<file path="config.mk">
export PLATFORM = sky130hd
export DESIGN_NAME = back_tile_draw
export DESIGN_NICKNAME = d
export VERILOG_FILES = /design/src/rtl/back_tile_draw_pkg.sv /design/src/rtl/back_tile_shifter.sv /design/src/rtl/back_tile_draw.sv
export SDC_FILE = /design/constraint.sdc
export NUM_CORES = 1
export LEC_CHECK = 0
export CAP_MARGIN = 20
export CORE_ASPECT_RATIO = 0.9
export CORE_UTILIZATION = 45
export DETAILED_ROUTE_END_ITERATION = 12
export GPL_TIMING_DRIVEN = 0
export PLACE_DENSITY = 0.78
export SYNTH_ARGS = -nofsm -noshare
export SYNTH_HDL_FRONTEND = slang
export SYNTH_SLANG_ARGS = --single-unit
</file>
<file path="constraint.sdc">
create_clock -name clk -period 3.4 [get_ports clk]
set_input_delay 0.68 -clock clk [delete_from_list [all_inputs] [get_ports clk]]
set_output_delay 0.68 -clock clk [all_outputs]
set_load 0.05 [all_outputs]
</file>
<file path="src/rtl/back_tile_draw_pkg.sv">
// Shared PPU definitions for the background tile drawer: widths, screen and
// nametable geometry, and the drawer FSM state encodings.
package back_tile_draw_pkg;

  localparam int TILE_ADDR_W = 11;  // {tile_id[7:0], fine_row[2:0]}
  localparam int TILE_DATA_W = 32;  // 8 pixels x 4 bits
  localparam int PIX_W       = 4;
  localparam int SCREEN_W    = 256;
  localparam int NT_COLS     = 32;
  localparam int NT_ROWS     = 32;

  localparam logic [1:0] ST_IDLE     = 2'd0;
  localparam logic [1:0] ST_PREFETCH = 2'd1;
  localparam logic [1:0] ST_READY    = 2'd2;
  localparam logic [1:0] ST_DRAW     = 2'd3;

endpackage

</file>
<file path="src/rtl/back_tile_shifter.sv">
// Pixel shift register, next-tile latch and 3-bit pixel-in-tile counter.
// Each step emits the top nibble; the 8th step of a tile reloads from the latch.
module back_tile_shifter
  import back_tile_draw_pkg::*;
#(
  parameter int DATA_W = TILE_DATA_W
) (
  input  logic              clk,
  input  logic              rst,
  input  logic              clr,
  input  logic              load_shift,
  input  logic              load_latch,
  input  logic              step,
  input  logic [DATA_W-1:0] rom_data,
  output logic [PIX_W-1:0]  pix_out,
  output logic              tile_last
);

  logic [DATA_W-1:0] shift_q;
  logic [DATA_W-1:0] latch_q;
  logic [2:0]        pix_cnt;

  always_ff @(posedge clk or posedge rst) begin
    if (rst) begin
      shift_q <= '0;
      latch_q <= '0;
      pix_cnt <= '0;
    end else if (clr) begin
      shift_q <= '0;
      latch_q <= '0;
      pix_cnt <= '0;
    end else begin
      if (load_shift) begin
        shift_q <= rom_data;
      end else if (step) begin
        shift_q <= tile_last ? latch_q : {shift_q[DATA_W-PIX_W-1:0], {PIX_W{1'b0}}};
      end
      if (load_latch) begin
        latch_q <= rom_data;
      end
      if (step) begin
        pix_cnt <= pix_cnt + 3'd1;
      end
    end
  end

  assign pix_out   = shift_q[DATA_W-1 -: PIX_W];
  assign tile_last = (pix_cnt == 3'd7);

endmodule

</file>
<file path="src/rtl/back_tile_draw.sv">
// Background tile drawer: prefetches two tiles for the current scanline, then
// streams 256 pixels while fetching each following tile through nametable and tile ROM.
module back_tile_draw
  import back_tile_draw_pkg::*;
#(
  parameter int TILEROM_ADDRBIT = TILE_ADDR_W,
  parameter int TILEDATA_BIT    = TILE_DATA_W
) (
  input  logic                       clk,
  input  logic                       rst,
  input  logic                       line_start,
  input  logic [7:0]                 line_y,
  input  logic [7:0]                 scroll_y,
  input  logic                       pix_start,
  output logic [9:0]                 nt_addr,
  input  logic [7:0]                 nt_data,
  output logic [TILEROM_ADDRBIT-1:0] backTileIndex,
  input  logic [TILEDATA_BIT-1:0]    backTileDataI,
  output logic                       ready,
  output logic                       pix_valid,
  output logic [3:0]                 pix_color,
  output logic [1:0]                 dbg_state
);

  // Handshake: ready is high only in READY; a pix_start seen while ready is high
  // (and line_start is low) is accepted and pixel 0 appears on the next cycle.
  // pix_start in any other cycle is dropped. line_start always wins.

  logic [1:0]                 state;
  logic [7:0]                 vy;
  logic [1:0]                 pf_cnt;
  logic [1:0]                 fphase;
  logic [4:0]                 fetch_col;
  logic [4:0]                 tile_cnt;
  logic [TILEROM_ADDRBIT-1:0] idx_q;
  logic [TILEROM_ADDRBIT-1:0] idx_next;
  logic [7:0]                 vy_next;
  logic [4:0]                 col_next;
  logic                       cap_shift;
  logic                       cap_latch;
  logic                       emit;
  logic                       tile_last;
  logic [3:0]                 pix_out;

  assign vy_next   = line_y + scroll_y;
  assign col_next  = fetch_col + 5'd1;
  assign idx_next  = TILEROM_ADDRBIT'({nt_data, vy[2:0]});
  assign dbg_state = state;

  // ROM is combinational, so the index is presented in the capture cycle itself.
  always_comb begin
    cap_shift     = !line_start && (state == ST_PREFETCH) && (pf_cnt == 2'd1);
    cap_latch     = !line_start && (((state == ST_PREFETCH) && (pf_cnt == 2'd3)) ||
                                    ((state == ST_DRAW) && (fphase == 2'd2)));
    emit          = !line_start && (((state == ST_READY) && pix_start) || (state == ST_DRAW));
    backTileIndex = (cap_shift || cap_latch) ? idx_next : idx_q;
    ready         = (state == ST_READY);
  end

  back_tile_shifter #(
    .DATA_W(TILEDATA_BIT)
  ) u_shifter (
    .clk       (clk),
    .rst       (rst),
    .clr       (line_start),
    .load_shift(cap_shift),
    .load_latch(cap_latch),
    .step      (emit),
    .rom_data  (backTileDataI),
    .pix_out   (pix_out),
    .tile_last (tile_last)
  );

  always_ff @(posedge clk or posedge rst) begin
    if (rst) begin
      state     <= ST_IDLE;
      vy        <= '0;
      pf_cnt    <= '0;
      fphase    <= '0;
      fetch_col <= '0;
      tile_cnt  <= '0;
      idx_q     <= '0;
      nt_addr   <= '0;
      pix_valid <= 1'b0;
      pix_color <= '0;
    end else if (line_start) begin
      state     <= ST_PREFETCH;
      vy        <= vy_next;
      pf_cnt    <= '0;
      fphase    <= '0;
      fetch_col <= '0;
      tile_cnt  <= '0;
      nt_addr   <= {vy_next[7:3], 5'd0};
      pix_valid <= 1'b0;
      pix_color <= '0;
    end else begin
      if (cap_shift || cap_latch) begin
        idx_q <= idx_next;
      end
      pix_valid <= emit;
      pix_color <= emit ? pix_out : 4'd0;
      case (state)
        ST_PREFETCH: begin
          pf_cnt <= pf_cnt + 2'd1;
          if (pf_cnt == 2'd1) begin
            fetch_col <= 5'd1;
            nt_addr   <= {vy[7:3], 5'd1};
          end
          if (pf_cnt == 2'd3) begin
            state <= ST_READY;
          end
        end
        ST_READY: begin
          if (pix_start) begin
            state <= ST_DRAW;
          end
        end
        ST_DRAW: begin
          if (fphase == 2'd1) begin
            fphase <= 2'd2;
          end else if (fphase == 2'd2) begin
            fphase <= 2'd0;
          end
          // Tile boundary: shifter reloads from the latch; refill the latch with the next column.
          if (tile_last) begin
            tile_cnt <= tile_cnt + 5'd1;
            if (tile_cnt == 5'd31) begin
              state <= ST_IDLE;
            end else begin
              fetch_col <= col_next;
              nt_addr   <= {vy[7:3], col_next};
              fphase    <= 2'd1;
            end
          end
        end
        default: ;
      endcase
    end
  end

endmodule

</file>
==> Word level (Yosys, flattened, before mapping) <==
Index checks and enable logic that the tools add are counted.
{ "totals": {"inputBits": 60, "reg_bits": 117, "word_cells": 94} }
{ "classes": {"n_mux": 39, "n_eq_ne": 15, "n_addsub": 5, "reduce_logical": 22} }
{ "ops": {"columns": ["op", "n"], "rows": [
  ["$mux W32", 6],
  ["$mux W10", 4],
  ["$mux W5", 7],
  ["$mux W2", 13],
  ["$pmux W10 S2", 1],
  ["$ne A3 B2 Y1 const B", 4],
  ["$mux W11", 1],
  ["$add A5 B1 Y5 const B", 2],
  ["$pmux W5 S2", 1],
  ["$reduce_bool A2 Y1", 5],
  ["$add A8 B8 Y8", 1],
  ["$eq A2 B2 Y1 const B", 4],
  ["$mux W4", 2],
  ["$logic_and A1 B1 Y1", 7],
  ["$eq A2 B1 Y1 const B", 3],
  ["$mux W3", 2],
  ["$ne A3 B3 Y1 const B", 2],
  ["$pmux W2 S3", 1],
  ["$reduce_bool A3 Y1", 2],
  ["$eq A5 B5 Y1 const B", 1],
  ["$reduce_and A5 Y1", 1],
  ["$reduce_and A4 Y1", 1],
  ["$reduce_bool A4 Y1", 1],
  ["$add A3 B1 Y3 const B", 1],
  ["other kinds (6)", 8]
]} }

==> Logic depth before layout (Yosys ltp) <==
Gate-level depths: netlist of run 1.
{ "logic_depth": {"depth_word": 7, "depth_mapped": 9} }

==> By module <==
From an unflattened synthesis of run 1, not the netlist that was laid out.
{ "unflattened": {"hier_cells": 506, "area_unflattened_um2": 5866.9} }
{ "modules_own_cells": {"columns": ["module", "seq_area_each_um2", "instances", "cells_per_inst", "area_each_um2"], "rows": [
  ["back_tile_shifter", 1676.6, 1, 294, 3510.9],
  ["back_tile_draw", 1126.1, 1, 212, 2356.0]
]} }

==> Worst setup path before layout of run 1 <==
No wires, ideal clock.
{ "synth_timing": {"path_kind": "reg2out", "startpoint": "reg state[1] (netlist: dbg_state[1])", "endpoint": "out backTileIndex[0]", "path_slack_ns": 0.833, "path_buffers": 3, "stages_incl_launch_ff": 9, "arrival_time_ns": 1.887, "path_cell_list": "dfrtp_1 > buf_6 > nand2_1 > o22ai_2 > and3_1 > buf_6 > nor2_8 > buf_6 > mux2_4"} }
{ "synth_between": {"elab_chain_cells": 6, "word_cells_on_any_way": 10, "cone_classes": "eq/ne (2); mux (1); reduce/logical (7)"} }
{ "synth_lines": {"columns": ["element", "line_no", "source"], "rows": [
  ["from (decl)", "back_tile_draw.sv:29", "logic [1:0] state;"],
  ["from (signal assigned)", "back_tile_draw.sv:76", "state <= ST_IDLE;"],
  ["from (signal assigned)", "back_tile_draw.sv:87", "state <= ST_PREFETCH;"],
  ["from (signal assigned)", "back_tile_draw.sv:110", "state <= ST_READY;"],
  ["$eq A2 B1 Y1 / $eq A2 B2 Y1 (equally long branches)", "back_tile_draw.sv:52, back_tile_draw.sv:53, back_tile_draw.sv:54", null],
  ["$logic_and A1 B1 Y1 (on tied branches)", "back_tile_draw.sv:53, back_tile_draw.sv:54", null],
  ["$logic_or A1 B1 Y1", "back_tile_draw.sv:53", "cap_latch = !line_start && (((state == ST_PREFETCH) && (pf_cnt == 2'd3)) ||"],
  ["$logic_and A1 B1 Y1", "back_tile_draw.sv:53", null],
  ["$logic_or A1 B1 Y1 *", "back_tile_draw.sv:56", "backTileIndex = (cap_shift || cap_latch) ? idx_next : idx_q;"],
  ["$mux W11 *", "back_tile_draw.sv:56", null],
  ["to (decl)", "back_tile_draw.sv:17", "output logic [TILEROM_ADDRBIT-1:0] backTileIndex,"]
]} }
Mark *: on every way between the ends. The rest lies on a longest branch, timed or not.

==> Worst setup path in the final report of run 1 <==
{ "layout_timing": {"startpoint": "in line_start", "endpoint": "out backTileIndex[4]"} }
{ "layout_between": {"elab_chain_cells": 5, "word_cells_on_any_way": 6, "cone_classes": "mux (1); reduce/logical (5)"} }
{ "layout_lines": {"columns": ["element", "line_no", "source"], "rows": [
  ["from (decl)", "back_tile_draw.sv:11", "input logic line_start,"],
  ["$logic_not A1 Y1 *", "back_tile_draw.sv:52, back_tile_draw.sv:53", null],
  ["$logic_and A1 B1 Y1 (2 in a row)", "back_tile_draw.sv:52", "cap_shift = !line_start && (state == ST_PREFETCH) && (pf_cnt == 2'd1);"],
  ["$logic_or A1 B1 Y1 *", "back_tile_draw.sv:56", null],
  ["$mux W11 *", "back_tile_draw.sv:56", null]
]} }
Marks and branches as above.

==> results of run 1 <==
## through the flow
step	area, sq um	utilization [%]
global placement	7044	55.10
finish	7390	57.80
global route	7390	57.80
CTS	7452	58.29
floorplan	5958	-
detailed placement	7104	55.57
## layer usage
metal  up-vias  share of wire [%]  track usage (%)
li1       2068                  -                -
met1      2167                 45            28.83
met2       129                 47            33.71
met3         9                7.1            7.819
met4         0               0.65            3.775
met5         -                  0                0
## registers in the layout, indices dropped and copies added, names as in the netlist
signal / cells
pix_valid: 1
dbg_state: 2
u_shifter.shift_q: 32
vy: 8
pix_color: 4
u_shifter.latch_q: 32
idx_q: 11
pf_cnt: 2
fphase: 2
nt_addr: 10
u_shifter.pix_cnt: 3
tile_cnt: 5
## cell usage after synthesis (2+ instances only)
cell type / count
a211o_1: 2
a211oi_1: 2
a21oi_1: 19
a21oi_2: 27
a22o_1: 32
a22oi_1: 2
and2_1: 4
and3_1: 3
buf_1: 2
buf_12: 3
buf_2: 16
buf_6: 8
clkbuf_1: 9
dfrtp_1: 112
ha_1: 14
inv_1: 9
mux2_2: 7
mux2_4: 20
mux2i_1: 32
nand2_1: 47
nand3_1: 7
nand4_1: 2
nor2_1: 51
nor2b_1: 5
nor2b_4: 2
nor3_1: 4
o211ai_1: 2
o21a_1: 3
o21ai_0: 12
o21ai_1: 2
o31ai_1: 5
o31ai_2: 27
or3_1: 2
xnor2_1: 5
xor2_1: 6
## cell families (layout without fill, tap and decap cells)
family,after synthesis,in the layout
DFF,112,112
adders and majority gates,15,15
AOI/OAI and AO/OA,144,144
muxes,59,59
xor gates and xnor gates,11,11
buffers and inverters,49,156
and+or+nand+nor,133,133
## power groups by stage
stage | registers (mW) | clock network (mW) | logic (mW)
2_1_floorplan | 1.82 | 0 | 1.49
5_1_grt | 1.76 | 1.26 | 2.20
4_1_cts | 1.73 | 1.20 | 2.13
3_5_place_dp | 1.75 | 0 | 2.14
3_3_place_gp | 1.74 | 0 | 2.09
6_report | 1.73 | 1.19 | 2.07
## worst min-delay path by stage
stage,slack [ps],start,cells after the start,to
2_1_floorplan,440,u_shifter.shift_q[28],2,u_shifter.shift_q[28]
3_5_place_dp,470,u_shifter.shift_q[28],1,pix_color[0]
4_1_cts,480,u_shifter.shift_q[28],1,pix_color[0]
3_3_place_gp,460,u_shifter.shift_q[28],2,u_shifter.shift_q[28]
6_report,480,u_shifter.shift_q[28],1,pix_color[0]
5_1_grt,500,u_shifter.shift_q[10],2,u_shifter.shift_q[10]
## area by class of cell
cell class,count,area share [%]
clock buffers,14,3.708
well taps,164,2.777
clock inverters,2,0.8127
flip-flops and latches,112,37.93
multi-input cells,362,38.22
plain buffers,40,3.979
inverters,9,0.5080
repair buffers,91,12.07
## critical path: stages
cell and delay [ps]:
clkdlybuf4s50_1 470, inv_1 140, and3_1 210, buf_6 140, nor2_8 150, buf_6 200
mux2_4 310, clkdlybuf4s15_2 330
==> flow_summary.ini, run 1 <==
[synth]
yosys.area_share.adder_pct = 3.278
synth_compound_area_share_pct = 20.63
synthFlopType = dfrtp_1
synth_edf_count = 0
synth.distinct_cells = 53
synthCells = 523
synth-xor-area-share_pct = 1.618
ys_warn_count = 0
synth_top_family_by_area = compound AO/OA/AOI/OAI gates
yosys-top-cells-area = dfrtp_1 47%, o31ai_2 5.7%, mux2i_1 5.4%
syn_area_sq_mm = 0.005954
yosysTopAreaCell = dfrtp_1
synthSimpleGateAreaFrac_pct = 10.15
yosysSeqAreaShare_pct = 47.07
synthMuxAreaShare_pct = 11.75
synth-seq-cells = 112
async_flop_share_pct = 100.0
syn_avg_cell_area_sq_um = 11.39
synth_top_cell_area_share_pct = 47.07
synth_nets = 598

[critical_path]
crit_required_ps = 2720
rr_worst_depth = 8
arrival_ps = 2660
endpoint_kind = output pin
timing.rr.end = nt_addr[8]
crit_start = line_start
r2r_setup_slack_ps = 1300
timing.rr.start = tile_cnt[0]
cp-start-kind = input port
criticalPathCategory = input port to output pin
critPathMaxFanout = 10
cp-endpoint = backTileIndex[4]

[route]
drt_wl_total_mm = 13.82
vias = 4373
initialDrtViolationCount = 242
vias_per_cell = 5.508
firstDrtPassIters = 4
route.detailed.drc = 0
post_drt_wl_per_cell_um = 17.41
postRouteAntennaNets = 0

[run]
drv_cap = 0

[finish]
fin_nets = 700
final_common_cell = dfrtp_1
multi_input_area_sq_mm = 0.002824
areaGrowthSynthToFinish_pct = 24.10
drive_gt1_share_pct = 23.33
register_area_sq_mm = 0.002803
final_cell_mix = 112 x dfrtp_1, 77 x clkdlybuf4s50_1, 51 x nor2_1, 47 x nand2_1
diodes = 0
fill_cells = 1072
final_cells = 794

[placement]
gp_congestion = 0.8094
placedCellCount = 778
hpwl_mm = 9.646
post-place-ws_ps = -314.0
port-buffer-count = 88

[timing]
tns_ps = 0
worstMarginPinSlew_ps = 723.3
period_needed_ps = 3340
skew_ps = 8.056
layout_setup_ws_ps = 59.86
timing.fmax_mhz = 299.4
post-route-period-util_pct = 98.24
setup_violations = 0
slew_viol_final = 0
slew-limit-headroom_pct = 51.78
rsz0062_at_grt = false
timing.final.hold_violations = 0
holdWs_ps = 481.8

[clock_tree]
cts.sinks = 112
ctsResizeCount = 33
htree_levels = 3
clk_latency_ps = 360
cts_buffers = 9
cts_hold_buf = 0
clkTransAtPathRegs_ps = 70
clk_path_buf_depth = 2
cts_root_buf = clkbuf_16
cts_tree = built
postCtsSetupBuffers = 0

[pwr]
p_comb_share_pct = 41.4
peakVddDrop_v = 0.0006191
p_leak_nw = 3.297
seq_power_share_pct = 34.7
powerDensity_mw_per_mm2 = 675.7
p_int_mw = 3.142
p_sw_mw = 1.851
clkPwrFrac_pct = 23.9
swShare_pct = 37.07
power.total_mw = 4.993

[floorplanning]
die_w_um = 123.3
fp.dieH_um = 111.1
start_util_pct = 46.57
io_pins = 89
rows = 39
fp.dieArea_sq_mm = 0.01370
core_area_sq_mm = 0.01278

[global_route]
grt_pass1_vias = 4492
antenna_found_initial = 0
overflow = 0
grt_pass1_wl_mm = 22.86
grt_start_max_net_pins = 43
grt.total_usage_pct = 21.56

[hold_path]
min_path_type = flop to flop

[status]
status = finished, final reports clean
Note: power is estimated with default switching activity, not from simulation.
==> run 2, diff against run 1 <==
- DONT_BUFFER_PORTS: default -> 1
- PLACE_DENSITY: 0.78 -> 0.69
- RECOVER_POWER: default -> 50
==> flow_summary.ini, run 2 (synthesis results as in run 1) <==
[status]
status = finished, final reports clean

[clock_tree]
ctsResizeCount = 0
clk_path_buf_depth = 2
htree_levels = 3
cts_buffers = 9
cts_tree = built
clk_latency_ps = 350
cts_root_buf = clkbuf_16
postCtsSetupBuffers = 0
clkTransAtPathRegs_ps = 70
cts_hold_buf = 0
cts.sinks = 112

[timing]
tns_ps = 0
rsz0062_at_grt = false
timing.fmax_mhz = 323.0
period_needed_ps = 3096
setup_violations = 0
holdWs_ps = 370.7
timing.final.hold_violations = 0
post-route-period-util_pct = 91.05
layout_setup_ws_ps = 304.4
slew-limit-headroom_pct = 7.527
skew_ps = 6.833
worstMarginPinSlew_ps = 1387
slew_viol_final = 0

[critical_path]
r2r_setup_slack_ps = 1230
arrival_ps = 2420
cp-endpoint = backTileIndex[10]
critPathMaxFanout = 10
timing.rr.end = nt_addr[3]
endpoint_kind = output pin
criticalPathCategory = flop to output pin
rr_worst_depth = 9
crit_start = dbg_state[1]
timing.rr.start = tile_cnt[0]
crit_required_ps = 2720
cp-start-kind = flop

[global_route]
grt_start_max_net_pins = 45
grt.total_usage_pct = 19.84
grt_pass1_wl_mm = 21.23
grt_pass1_vias = 4139
antenna_found_initial = 0
overflow = 0

[finish]
drive_gt1_share_pct = 24.54
post-route-util_pct = 50.74
diodes = 0
final_cell_mix = 112 x dfrtp_1, 51 x nor2_1, 47 x nand2_1, 32 x mux2i_1, 32 x a22o_1
final_common_cell = dfrtp_1
areaGrowthSynthToFinish_pct = 8.951
fill_cells = 1140
multi_input_area_sq_mm = 0.002824
top_regs = u_shifter.latch_q (32), u_shifter.shift_q (32), idx_q (11)
fin_nets = 612
register_area_sq_mm = 0.002803

[floorplanning]
core_area_sq_mm = 0.01278
io_pins = 89
start_util_pct = 46.57
die_w_um = 123.3
fp.dieArea_sq_mm = 0.01370
rows = 39
fp.dieH_um = 111.1

[route]
route.detailed.drc = 0
vias = 3963
vias_per_cell = 5.613
wl_met2_mm = 5.880
firstDrtPassIters = 4
drt_wl_total_mm = 12.78
top_layer_used = met4
post_drt_wl_per_cell_um = 18.11
initialDrtViolationCount = 247
dr_wl_met3_mm = 1.055
wl_met1_mm = 5.716
postRouteAntennaNets = 0

[pwr]
peakVddDrop_v = 0.0006291
p_leak_nw = 2.924
powerDensity_mw_per_mm2 = 715.7

[hold_path]
min_path_type = input port to async pin

[placement]
hpwl_mm = 8.988
gp_congestion = 0.7899
port-buffer-count = 0
post-place-ws_ps = 686.8

[run]
drv_cap = 0
## run 2: changes by cell type in the layout (fill, tap and decap cells not counted), sizes merged
cell           change
buf               -14
bufinv             -1
clkbuf             +3
clkdlybuf4s15      -1
clkdlybuf4s50     -77
clkinv             +2
## run 2: how the worst min path moves through the flow
stage | end | startpoint | slack (ps) | depth (start not counted)
after floorplan | u_shifter.shift_q[28] | u_shifter.shift_q[28] | 440 | 2
after global placement | u_shifter.shift_q[28] | u_shifter.shift_q[28] | 460 | 2
after detailed placement | u_shifter.shift_q[28] | u_shifter.shift_q[28] | 470 | 2
after CTS | u_shifter.shift_q[29] | rst | 250 | 1
after global routing | u_shifter.shift_q[29] | rst | 440 | 1
final | u_shifter.shift_q[29] | rst | 370 | 1
## run 2: worst max-delay path, cell delays in order, from the launching register on
cell and delay, ps:
dfrtp_1 570, buf_6 240, nand2_1 90, o22ai_2 80, and3_1 190, buf_6 140, nor2_8 140, buf_6 200
mux2_4 400
## run 2: final cells by class
cell class / instances / share of cell area (%)
multi-input combinational: 362 / 43.53
sequential: 112 / 43.20
clock inverter: 3 / 0.6172
clock buffer: 13 / 4.012
tap: 164 / 3.163
timing repair buffer: 3 / 0.4243
inverter: 9 / 0.5400
buffer: 40 / 4.513
## run 2: metal layers
layer / up-vias / global-route usage [%]
li1: 1879 / -
met1: 1964 / 26.41
met2: 110 / 30.61
met3: 10 / 6.944
met4: 0 / 4.980
met5: - / 0
## run 2: where the power goes
part / switching (mW) / total [mW] / internal (mW) / leakage, nW
registers: 0.273 / 1.85 / 1.58 / 1.49
clock network: 0.468 / 1.08 / 0.610 / 0.150
logic: 1.02 / 1.72 / 0.692 / 1.28
total: 1.76 / 4.64 / 2.88 / 2.92
## run 2: per-stage QoR
stage | power, mW | instances | cell area [sq um]
after floorplan | 3.310 | 523 | 5958
after global placement | 3.550 | 687 | 6163
after detailed placement | 3.594 | 690 | 6223
after CTS | 4.687 | 706 | 6524
after global routing | 4.892 | 706 | 6487
final | 4.643 | 706 | 6487
